## config.mk

```make
export PLATFORM = sky130hd
export DESIGN_NAME = mm_tile_seq
export DESIGN_NICKNAME = d
export VERILOG_FILES = /design/src/rtl/mm_tile_pkg.sv /design/src/rtl/skew_lane_gen.sv /design/src/rtl/mm_tile_seq.sv
export SDC_FILE = /design/constraint.sdc
export NUM_CORES = 1
export LEC_CHECK = 0
export BUFFER_PORTS_ARGS = -buffer_cell sky130_fd_sc_hd__buf_2
export CAP_MARGIN = 20
export CORE_MARGIN = 8
export CORE_UTILIZATION = 45
export CTS_CLUSTER_DIAMETER = 100
export CTS_CLUSTER_SIZE = 10
export DETAILED_ROUTE_END_ITERATION = 10
export PLACE_DENSITY = 0.63
export SLEW_MARGIN = 20
export SYNTH_ARGS = -nofsm -noshare
export SYNTH_HDL_FRONTEND = slang
export SYNTH_HIERARCHICAL = 1
export SYNTH_SLANG_ARGS = --single-unit
```

## constraint.sdc

```tcl
create_clock -name clk -period 5.9 [get_ports clk]
set_input_delay 0.295 -clock clk [delete_from_list [all_inputs] [get_ports clk]]
set_output_delay 0.295 -clock clk [all_outputs]
set_load 0.01 [all_outputs]
```

## src/rtl/mm_tile_pkg.sv

```systemverilog
// mm_tile_pkg: shared types and constants for the matrix-multiply tile sequencer.
//   state_t       - sequencer FSM states
//   imax / imin   - constant-evaluable helpers for deriving lengths from parameters
//   flush_cycles  - pipeline flush length for a given array shape and MAC latencies
//   FLUSH_CYC, FEED_MAX, T_W_DEF, AUX_W_DEF - values for the default 4x4 array
package mm_tile_pkg;

  localparam int ROWS_DEF     = 4;
  localparam int COLS_DEF     = 4;
  localparam int MULT_LAT_DEF = 1;
  localparam int ACC_LAT_DEF  = 1;
  localparam int K_MAX_DEF    = 16;

  typedef enum logic [2:0] {
    S_IDLE,
    S_CLEAR,
    S_FEED,
    S_FLUSH,
    S_DRAIN,
    S_DONE
  } state_t;

  function automatic int imax(input int a, input int b);
    return (a > b) ? a : b;
  endfunction

  function automatic int imin(input int a, input int b);
    return (a < b) ? a : b;
  endfunction

  // The last operand pair enters the far corner of the shorter array edge,
  // then has to pass the multiplier and the accumulator.
  function automatic int flush_cycles(input int rows, input int cols,
                                      input int mult_lat, input int acc_lat);
    return imin(rows, cols) - 1 + mult_lat + acc_lat;
  endfunction

  localparam int FLUSH_CYC = flush_cycles(ROWS_DEF, COLS_DEF, MULT_LAT_DEF, ACC_LAT_DEF);
  localparam int FEED_MAX  = K_MAX_DEF + imax(ROWS_DEF, COLS_DEF) - 1;

  // Step counter carries one extra bit so k_len+lanes-2 never wraps.
  localparam int T_W_DEF   = $clog2(K_MAX_DEF + 1) + 1;
  // Shared flush/drain counter must reach the larger of the two lengths.
  localparam int AUX_W_DEF = $clog2(imax(FLUSH_CYC, ROWS_DEF) + 1);

endpackage

```

## src/rtl/skew_lane_gen.sv

```systemverilog
// skew_lane_gen: read enable / address for one operand-buffer lane.
//   t           in  KW+1    current feed step
//   k_len       in  KW      inner dimension of the tile
//   feed_active in  1       sequencer is feeding
//   en          out 1       lane read enable, high for LANE <= t < LANE+k_len
//   addr        out ADDR_W  t-LANE while enabled, otherwise 0
// Purely combinational; the sequencer registers the results.
module skew_lane_gen
  import mm_tile_pkg::*;
#(
  parameter int LANE   = 0,
  parameter int ADDR_W = 4,
  parameter int KW     = 5
) (
  input  logic [KW:0]       t,
  input  logic [KW-1:0]     k_len,
  input  logic              feed_active,
  output logic              en,
  output logic [ADDR_W-1:0] addr
);

  // One bit wider than t so LANE+k_len cannot overflow.
  localparam logic [KW+1:0] LANE_W = (KW+2)'(LANE);

  logic [KW+1:0] t_w;
  logic [KW+1:0] end_w;

  always_comb begin
    t_w   = {1'b0, t};
    end_w = {2'b00, k_len} + LANE_W;
    en    = feed_active && (t_w >= LANE_W) && (t_w < end_w);
    addr  = '0;
    // Only subtract when enabled, where t >= LANE holds.
    if (en) begin
      addr = ADDR_W'(t_w - LANE_W);
    end
  end

endmodule

```

## src/rtl/mm_tile_seq.sv

```systemverilog
// mm_tile_seq: sequencer for one matrix-multiply tile on a ROWS x COLS MAC array.
//   clk, rst (sync, active-low)
//   start, k_len         - tile request; k_len legal in 1..K_MAX
//   busy, done, cfg_err  - status; done/cfg_err are single-cycle pulses
//   a_rd_en, a_rd_addr   - skewed per-row A buffer reads
//   b_rd_en, b_rd_addr   - skewed per-column B buffer reads
//   acc_rst              - accumulator clear, high only in CLEAR
//   stream_out_rdy       - result drain handshake, out_ready gated by DRAIN
//   out_ready            - downstream sink ready
module mm_tile_seq
  import mm_tile_pkg::*;
#(
  parameter int ROWS     = ROWS_DEF,
  parameter int COLS     = COLS_DEF,
  parameter int MULT_LAT = MULT_LAT_DEF,
  parameter int ACC_LAT  = ACC_LAT_DEF,
  parameter int K_MAX    = K_MAX_DEF,
  parameter int ADDR_W   = $clog2(K_MAX),
  parameter int KW       = $clog2(K_MAX + 1)
) (
  input  logic                   clk,
  input  logic                   rst,
  input  logic                   start,
  input  logic [KW-1:0]          k_len,
  output logic                   busy,
  output logic                   done,
  output logic                   cfg_err,
  output logic [ROWS-1:0]        a_rd_en,
  output logic [ROWS*ADDR_W-1:0] a_rd_addr,
  output logic [COLS-1:0]        b_rd_en,
  output logic [COLS*ADDR_W-1:0] b_rd_addr,
  output logic                   acc_rst,
  output logic                   stream_out_rdy,
  input  logic                   out_ready
);

  localparam int LANE_MAX = imax(ROWS, COLS);
  localparam int FLUSH_N  = flush_cycles(ROWS, COLS, MULT_LAT, ACC_LAT);
  localparam int T_W      = KW + 1;
  localparam int AUX_W    = $clog2(imax(FLUSH_N, ROWS) + 1);

  state_t             state_reg, state_next;
  logic [T_W-1:0]     t_reg, t_next;
  logic [AUX_W-1:0]   aux_reg, aux_next;   // flush cycles, then drain beats
  logic [KW-1:0]      k_reg, k_next;
  logic               cfg_err_next;
  logic               feed_next;
  logic [T_W-1:0]     feed_last;           // one past the final feed step

  logic [ROWS-1:0]        a_en_next;
  logic [ROWS*ADDR_W-1:0] a_addr_next;
  logic [COLS-1:0]        b_en_next;
  logic [COLS*ADDR_W-1:0] b_addr_next;

  assign feed_last = {1'b0, k_reg} + T_W'(LANE_MAX - 1);
  assign feed_next = (state_next == S_FEED);

  always_comb begin
    state_next   = state_reg;
    t_next       = t_reg;
    aux_next     = aux_reg;
    k_next       = k_reg;
    cfg_err_next = 1'b0;
    case (state_reg)
      S_IDLE: begin
        if (start) begin
          if ((k_len != '0) && (k_len <= KW'(K_MAX))) begin
            k_next     = k_len;
            state_next = S_CLEAR;
          end else begin
            cfg_err_next = 1'b1;
          end
        end
      end
      S_CLEAR: begin
        state_next = S_FEED;
        t_next     = '0;
      end
      S_FEED: begin
        if (t_reg == feed_last - T_W'(1)) begin
          state_next = S_FLUSH;
          t_next     = '0;
          aux_next   = '0;
        end else begin
          t_next = t_reg + T_W'(1);
        end
      end
      S_FLUSH: begin
        if (aux_reg == AUX_W'(FLUSH_N - 1)) begin
          state_next = S_DRAIN;
          aux_next   = '0;
        end else begin
          aux_next = aux_reg + AUX_W'(1);
        end
      end
      S_DRAIN: begin
        if (out_ready) begin
          if (aux_reg == AUX_W'(ROWS - 1)) begin
            state_next = S_DONE;
            aux_next   = '0;
          end else begin
            aux_next = aux_reg + AUX_W'(1);
          end
        end
      end
      S_DONE:  state_next = S_IDLE;
      default: state_next = S_IDLE;
    endcase
  end

  // Lanes are evaluated on next-state values so the registered enables line
  // up with the state they belong to.
  genvar gi;
  for (gi = 0; gi < ROWS; gi++) begin : g_a_lane
    skew_lane_gen #(.LANE(gi), .ADDR_W(ADDR_W), .KW(KW)) u_lane (
      .t           (t_next),
      .k_len       (k_next),
      .feed_active (feed_next),
      .en          (a_en_next[gi]),
      .addr        (a_addr_next[gi*ADDR_W +: ADDR_W])
    );
  end
  for (gi = 0; gi < COLS; gi++) begin : g_b_lane
    skew_lane_gen #(.LANE(gi), .ADDR_W(ADDR_W), .KW(KW)) u_lane (
      .t           (t_next),
      .k_len       (k_next),
      .feed_active (feed_next),
      .en          (b_en_next[gi]),
      .addr        (b_addr_next[gi*ADDR_W +: ADDR_W])
    );
  end

  always_ff @(posedge clk) begin
    if (!rst) begin
      state_reg <= S_IDLE;
      t_reg     <= '0;
      aux_reg   <= '0;
      k_reg     <= '0;
      busy      <= 1'b0;
      done      <= 1'b0;
      cfg_err   <= 1'b0;
      acc_rst   <= 1'b0;
      a_rd_en   <= '0;
      a_rd_addr <= '0;
      b_rd_en   <= '0;
      b_rd_addr <= '0;
    end else begin
      state_reg <= state_next;
      t_reg     <= t_next;
      aux_reg   <= aux_next;
      k_reg     <= k_next;
      busy      <= (state_next != S_IDLE);
      done      <= (state_next == S_DONE);
      cfg_err   <= cfg_err_next;
      acc_rst   <= (state_next == S_CLEAR);
      a_rd_en   <= a_en_next;
      a_rd_addr <= a_addr_next;
      b_rd_en   <= b_en_next;
      b_rd_addr <= b_addr_next;
    end
  end

  assign stream_out_rdy = (state_reg == S_DRAIN) && out_ready;

endmodule
```

After elaboration in Yosys (flattened, before gate mapping). Cells that the tools add are included.

Flip-flop bits (word level): 41. Input bits: 9. Word-level logic and storage cells: 80.

Reduce and logical (&&, ||, !) cells: 19. Multiplexer cells: 18. Add/sub/neg operators: 10. Order comparisons: 8. Equality and inequality tests: 12.

Operators by type and width (number): 3-bit two-way mux (10); 5-bit by 2-bit adder with 6-bit output (second input constant) (3); 6-bit < comparator (3); 5-bit two-way mux (3); 3-bit one-hot mux with 5 select lines (1); 3-bit by 2-bit == test with 1-bit output (second input constant) (4); 6-bit by 2-bit >= comparator with 1-bit output (second input constant) (2); 6-bit one-hot mux with 2 select lines (1); 3-bit == test (second input constant) (3); 1-bit logical AND (9); 3-bit one-hot mux with 3 select lines (1); 2-bit AND reduction (4); 4-bit by 2-bit subtractor with 4-bit output (second input constant) (2); 5-bit by 1-bit adder with 6-bit output (second input constant) (1); 6-bit by 1-bit adder with 6-bit output (second input constant) (1); 3-bit by 1-bit == test with 1-bit output (second input constant) (2); 6-bit == test (1); 6-bit by 1-bit >= comparator with 1-bit output (second input constant) (1); 6-bit by 5-bit < comparator with 1-bit output (1); 6-bit two-way mux (1); 3-bit AND reduction (2); 3-bit nonzero test (2); 6-bit by 1-bit subtractor with 6-bit output (second input constant) (1); 5-bit <= comparator (second input constant) (1); other kinds (6) (7).

Logic depth before layout (Yosys ltp).
Word-level depth: 9. Depth in mapped cells: 14. Depth with buffers taken out: 13.

By module. Netlist, hierarchy kept.

Modules (own cells, without submodules): mm_tile_seq (cells an instance 235, area an instance 2332.2 µm², instances 1); skew_lane_gen at g_a_lane[1].u_lane ... (cells an instance 35, area an instance 275.3 µm², instances 2); skew_lane_gen at g_a_lane[3].u_lane ... (cells an instance 36, area an instance 272.8 µm², instances 2); skew_lane_gen at g_a_lane[2].u_lane ... (cells an instance 32, area an instance 255.2 µm², instances 2); skew_lane_gen at g_a_lane[0].u_lane ... (cells an instance 25, area an instance 158.9 µm², instances 2).

Worst setup path before layout. Ideal clock, no wire load.

Path type: reg2reg. Start: reg state_reg[1]. End: reg a_rd_addr[14]. Slack: 2.451 ns. Clock period less this slack: 3.449 ns. Stages on the path, launching flop included: 12. Data arrival time: 3.334 ns. Path through: dfxtp_1 > buf_2 > nor3_1 > and2_1 > a21oi_1 > o21ai_0 > o2111ai_1 > ha_1 > inv_1 > o21ai_0 > nor4_1 > and2_1.

RTL lines: start, declared (RTL line mm_tile_seq.sv:42) `state_t state_reg, state_next;`; start signal, assigned (RTL line mm_tile_seq.sv:148) `state_reg <= state_next;`; 3-bit zero test (RTL line mm_tile_seq.sv:64) `case (state_reg)`; 5-bit two-way mux (RTL line mm_tile_seq.sv:64); named net k_next[4] (RTL line mm_tile_seq.sv:45) `logic [KW-1:0] k_reg, k_next;`; 5-bit by 2-bit adder with 6-bit output (RTL line skew_lane_gen.sv:30) `end_w = {2'b00, k_len} + LANE_W;`; 6-bit < comparator (RTL line skew_lane_gen.sv:31) `en = feed_active && (t_w >= LANE_W) && (t_w < end_w);`; 1-bit logical AND (RTL line skew_lane_gen.sv:31); 2-bit AND reduction (no line); end signal, assigned (RTL line mm_tile_seq.sv:157) `a_rd_addr <= a_addr_next;`; end, declared (RTL line mm_tile_seq.sv:29) `output logic [ROWS*ADDR_W-1:0] a_rd_addr,`.

The timed path passes the listed nets, and every way through them passes these cells. A chain may end at the register's enable or synchronous reset.

Worst setup path after layout.
Start: reg k_reg[1]. End: reg b_rd_addr[4].

Cells in the longest elaborated chain, start to end: 9.

RTL lines: start, declared (RTL line mm_tile_seq.sv:45); start signal, assigned (RTL line mm_tile_seq.sv:151) `k_reg <= k_next;`; 5-bit by 2-bit adder with 6-bit output * (RTL line mm_tile_seq.sv:55) `assign feed_last = {1'b0, k_reg} + T_W'(LANE_MAX - 1);`; 6-bit by 1-bit subtractor with 6-bit output * (RTL line mm_tile_seq.sv:80) `if (t_reg == feed_last - T_W'(1)) begin`; 6-bit == test * (RTL line mm_tile_seq.sv:80); 6-bit two-way mux * (RTL line mm_tile_seq.sv:80); 6-bit one-hot mux with 2 select lines * (RTL line mm_tile_seq.sv:64); named net t_next[0] (RTL line mm_tile_seq.sv:43) `logic [T_W-1:0] t_reg, t_next;`; 6-bit by 1-bit >= comparator with 1-bit output (RTL line skew_lane_gen.sv:31); 1-bit logical AND (2 in series) (RTL line skew_lane_gen.sv:31); 2-bit AND reduction (no line); end signal, assigned (RTL line mm_tile_seq.sv:159) `b_rd_addr <= b_addr_next;`; end, declared (RTL line mm_tile_seq.sv:31) `output logic [COLS*ADDR_W-1:0] b_rd_addr,`.

Mark *: on every way through the listed nets, which the timed path passes. The rest lies on a longest branch.

==> results.json <==
{
  "peakVddDrop_v": 0.000114,
  "vias": 3634,
  "ys.flop_type": "dfxtp_1",
  "grt_pass1_vias": 3594,
  "dr.pass1.iters": 4,
  "wl_per_cell_um": 15.0,
  "crit_slowest_cell": "nand2_1",
  "root_buffer": "clkbuf_8",
  "rr_worst_depth": 11,
  "synthArstFlopShare_pct": 0,
  "syn-cell-area_um2": 4260,
  "drt_iter0_markers": 136,
  "areaGrowthSynthToFinish_pct": 14.2,
  "start_kind": "flip-flop",
  "synth.distinct_cells": 56,
  "tritoncts_num_sinks": 61,
  "final_nets": 614,
  "cp.required_ns": 6.13,
  "synth_edf_count": 0,
  "grt-ovfl-total": 0,
  "min_path_cells": 3,
  "start_util_pct": 46.3,
  "cap_violations": 0,
  "cellPowerDensity_nw_per_um2": 214,
  "power.leakage_uw": 0.00213,
  "slew_headroom_pct": 27.4,
  "yosys_warnings": 6,
  "fillers": 897,
  "max_freq_mhz": 247,
  "rrSetupSlack_ns": 1.84,
  "hold_class": "in -> reg",
  "arrival_ns": 4.28,
  "cts.hold.buffers_added": 0,
  "grt_max_degree": 54,
  "r2r_end": "b_rd_addr[4]",
  "end_kind": "flip-flop",
  "instances_no_fill": 663,
  "cp_cell_sequence": "ha_1 -> o21ba_1 -> a221o_1 -> a211o_1 -> nand3b_1 -> nand2_1 -> ha_1 -> or4b_1 -> o32ai_2 -> nor4_1 -> and2_1",
  "num_antenna_cells": 0,
  "skew_ns": 0.0129,
  "tritoncts": "yes",
  "worst_pin_slew_ns": 1.09,
  "period_needed_ns": 4.06,
  "setup_ws_ns": 1.84,
  "syn_inst": 491,
  "drcViolationCount": 0,
  "antenna_found_initial": 0,
  "fin_crit_sh_pct": 68.7,
  "critPathKind": "reg -> reg",
  "ioPinCount": 54,
  "multi_input_area_um2": 2800,
  "hold_viol_final": 0,
  "min_from": "start",
  "num_rows": 35,
  "cts.clk_slew.worst_paths_ns": 0.07,
  "grt_setup_unrepaired": "false",
  "synth-seq-cells": 61,
  "clk_path_buf_depth": 2,
  "dieArea_um2": 12800,
  "r2r_start": "k_reg[1]",
  "critPathMaxFanout": 26,
  "grt_usage_pct": 16.0,
  "power_uw": 1040,
  "grt_pass1_wl_um": 17000,
  "gp_congestion": 0.787,
  "wl_um": 9940,
  "setup_viol": 0,
  "syn_avg_cell_area_um2": 8.67,
  "via_per_inst": 5.48,
  "critical_path_buf_inv_count": 0,
  "slew_violations": 0,
  "die_h_um": 113,
  "antenna_left": 0,
  "die_w_um": 113,
  "post_cts_buffers": 0,
  "dp_hpwl_um": 6680,
  "syn-num-nets": 558,
  "status": "finished, final reports clean",
  "design.core.area_um2": 9200,
  "synth.yosys.seq_area_share_pct": 28.7,
  "place_ws_ns": 1.89,
  "seqCellArea_um2": 1220,
  "cp_top_family": "simple AND/OR/NAND/NOR gates",
  "cp_common_cell": "ha_1",
  "clk_latency_ns": 0.34,
  "min_to": "cfg_err",
  "dp_cells": 647,
  "cts_buffers": 9,
  "drive_above_1_share_pct": 19.0,
  "cts-htree-levels": 3,
  "numPortBuffers": 53,
  "cts.repair.resized": 0,
  "cpPeakStageDelay_ns": 0.56,
  "holdWs_ns": 0.212,
  "tns_ns": 0
}
==> kinds of logic (layout without fill, tap and decap cells) <==
logic type / count (synthesis) / in the layout / share of synthesized area [%]
buffers and inverters: 63 / 124 / 5.64
adder cells (fa/ha/maj): 58 / 58 / 17.0
XOR/XNOR: 34 / 34 / 7.00
flip-flops: 61 / 61 / 28.7
multiplexers: 4 / 4 / 1.06
AO/OA/AOI/OAI: 77 / 77 / 13.1
AND/OR/NAND/NOR: 194 / 194 / 27.5
==> report_power, final <==
group	leakage, µW	internal [µW]	switching (µW)	total, µW
logic	0.00152	68.6	118	187
clock network	0.000116	260	170	430
registers	0.000493	419	5.77	425
total	0.00213	748	294	1040
==> metrics by stage <==
stage | utilization, % | area (µm²)
after floorplan | - | 4260
after global placement | 50.4 | 4630
after detailed placement | 50.4 | 4630
after CTS | 52.8 | 4860
after global routing | 52.8 | 4860
final | 52.8 | 4860
==> tightest hold or removal path, stage by stage <==
cell and delay (ns):
buf_2 0.11, nand2_1 0.06, nor3_1 0.05
==> synthesized netlist by cell type (3+ instances only) <==
cell type	count	area share [%]
and3_1	5	0.73
xnor2_1	22	4.5
nand3_1	15	1.8
nand2_1	25	2.2
a21oi_2	6	1.2
a211oi_1	8	1.4
nand4_1	13	1.9
o21ai_0	13	1.5
clkbuf_1	7	0.62
nor4_2	3	0.88
and2_1	46	6.8
mux2_2	4	1.1
a21o_1	4	0.71
buf_2	3	0.35
ha_1	58	17
nor2b_1	4	0.59
a21oi_1	22	2.6
or2_2	3	0.44
inv_1	51	4.5
nand2b_1	7	1.0
nor4_1	16	2.4
dfxtp_1	61	29
nor2_1	15	1.3
nor3_1	19	2.2
xor2_1	12	2.5
nand3b_1	6	1.1
==> cell usage in the layout, fill, tap and decap left out, types with 4 or more instances in the layout <==
master    instances
nand2_1          25
xor2_1           12
nand4_1          13
inv_1            51
nand2b_1          7
buf_2            53
a21oi_2           6
nand3_1          15
o21ai_0          12
ha_1             58
xnor2_1          22
mux2_2            4
dfxtp_1          61
nor2b_1           4
and2_1           46
nand3b_1          6
nor4_1           16
clkbuf_8         11
and3_1            5
nor3_1           19
a21o_1            4
a211oi_1          8
a21oi_1          22
nor2_1           15
==> worst max path at each step <==
stage / startpoint / to / slack (ns) / depth (start not counted)
after floorplan: state_reg[1] / a_rd_addr[14] / 2.45 / 11
after CTS: k_reg[1] / b_rd_addr[4] / 1.85 / 11
final: k_reg[1] / b_rd_addr[4] / 1.84 / 11
after global placement: k_reg[1] / a_rd_addr[4] / 1.99 / 11
after global routing: k_reg[1] / a_rd_addr[4] / 1.63 / 11
after detailed placement: k_reg[1] / b_rd_addr[4] / 1.89 / 11
==> metal layers <==
layer  routed length, µm  share of wire [%]  track usage [%]
met1                4600                 46             18.6
met3                 600                6.0             4.26
met5                   0                  0                0
met4                  99                1.0             5.60
met2                4630                 47             27.7
==> area by class of cell <==
type                    count  share of cell area (%)
clock inverters             4                    1.44
clock buffers              12                    3.19
repair buffers             55                    5.77
inverters                  53                    4.09
flip-flops and latches     61                    25.1
well taps                 111                    2.86
multi-input cells         367                    57.5
No activity file was read; power rests on OpenSTA's default activity.
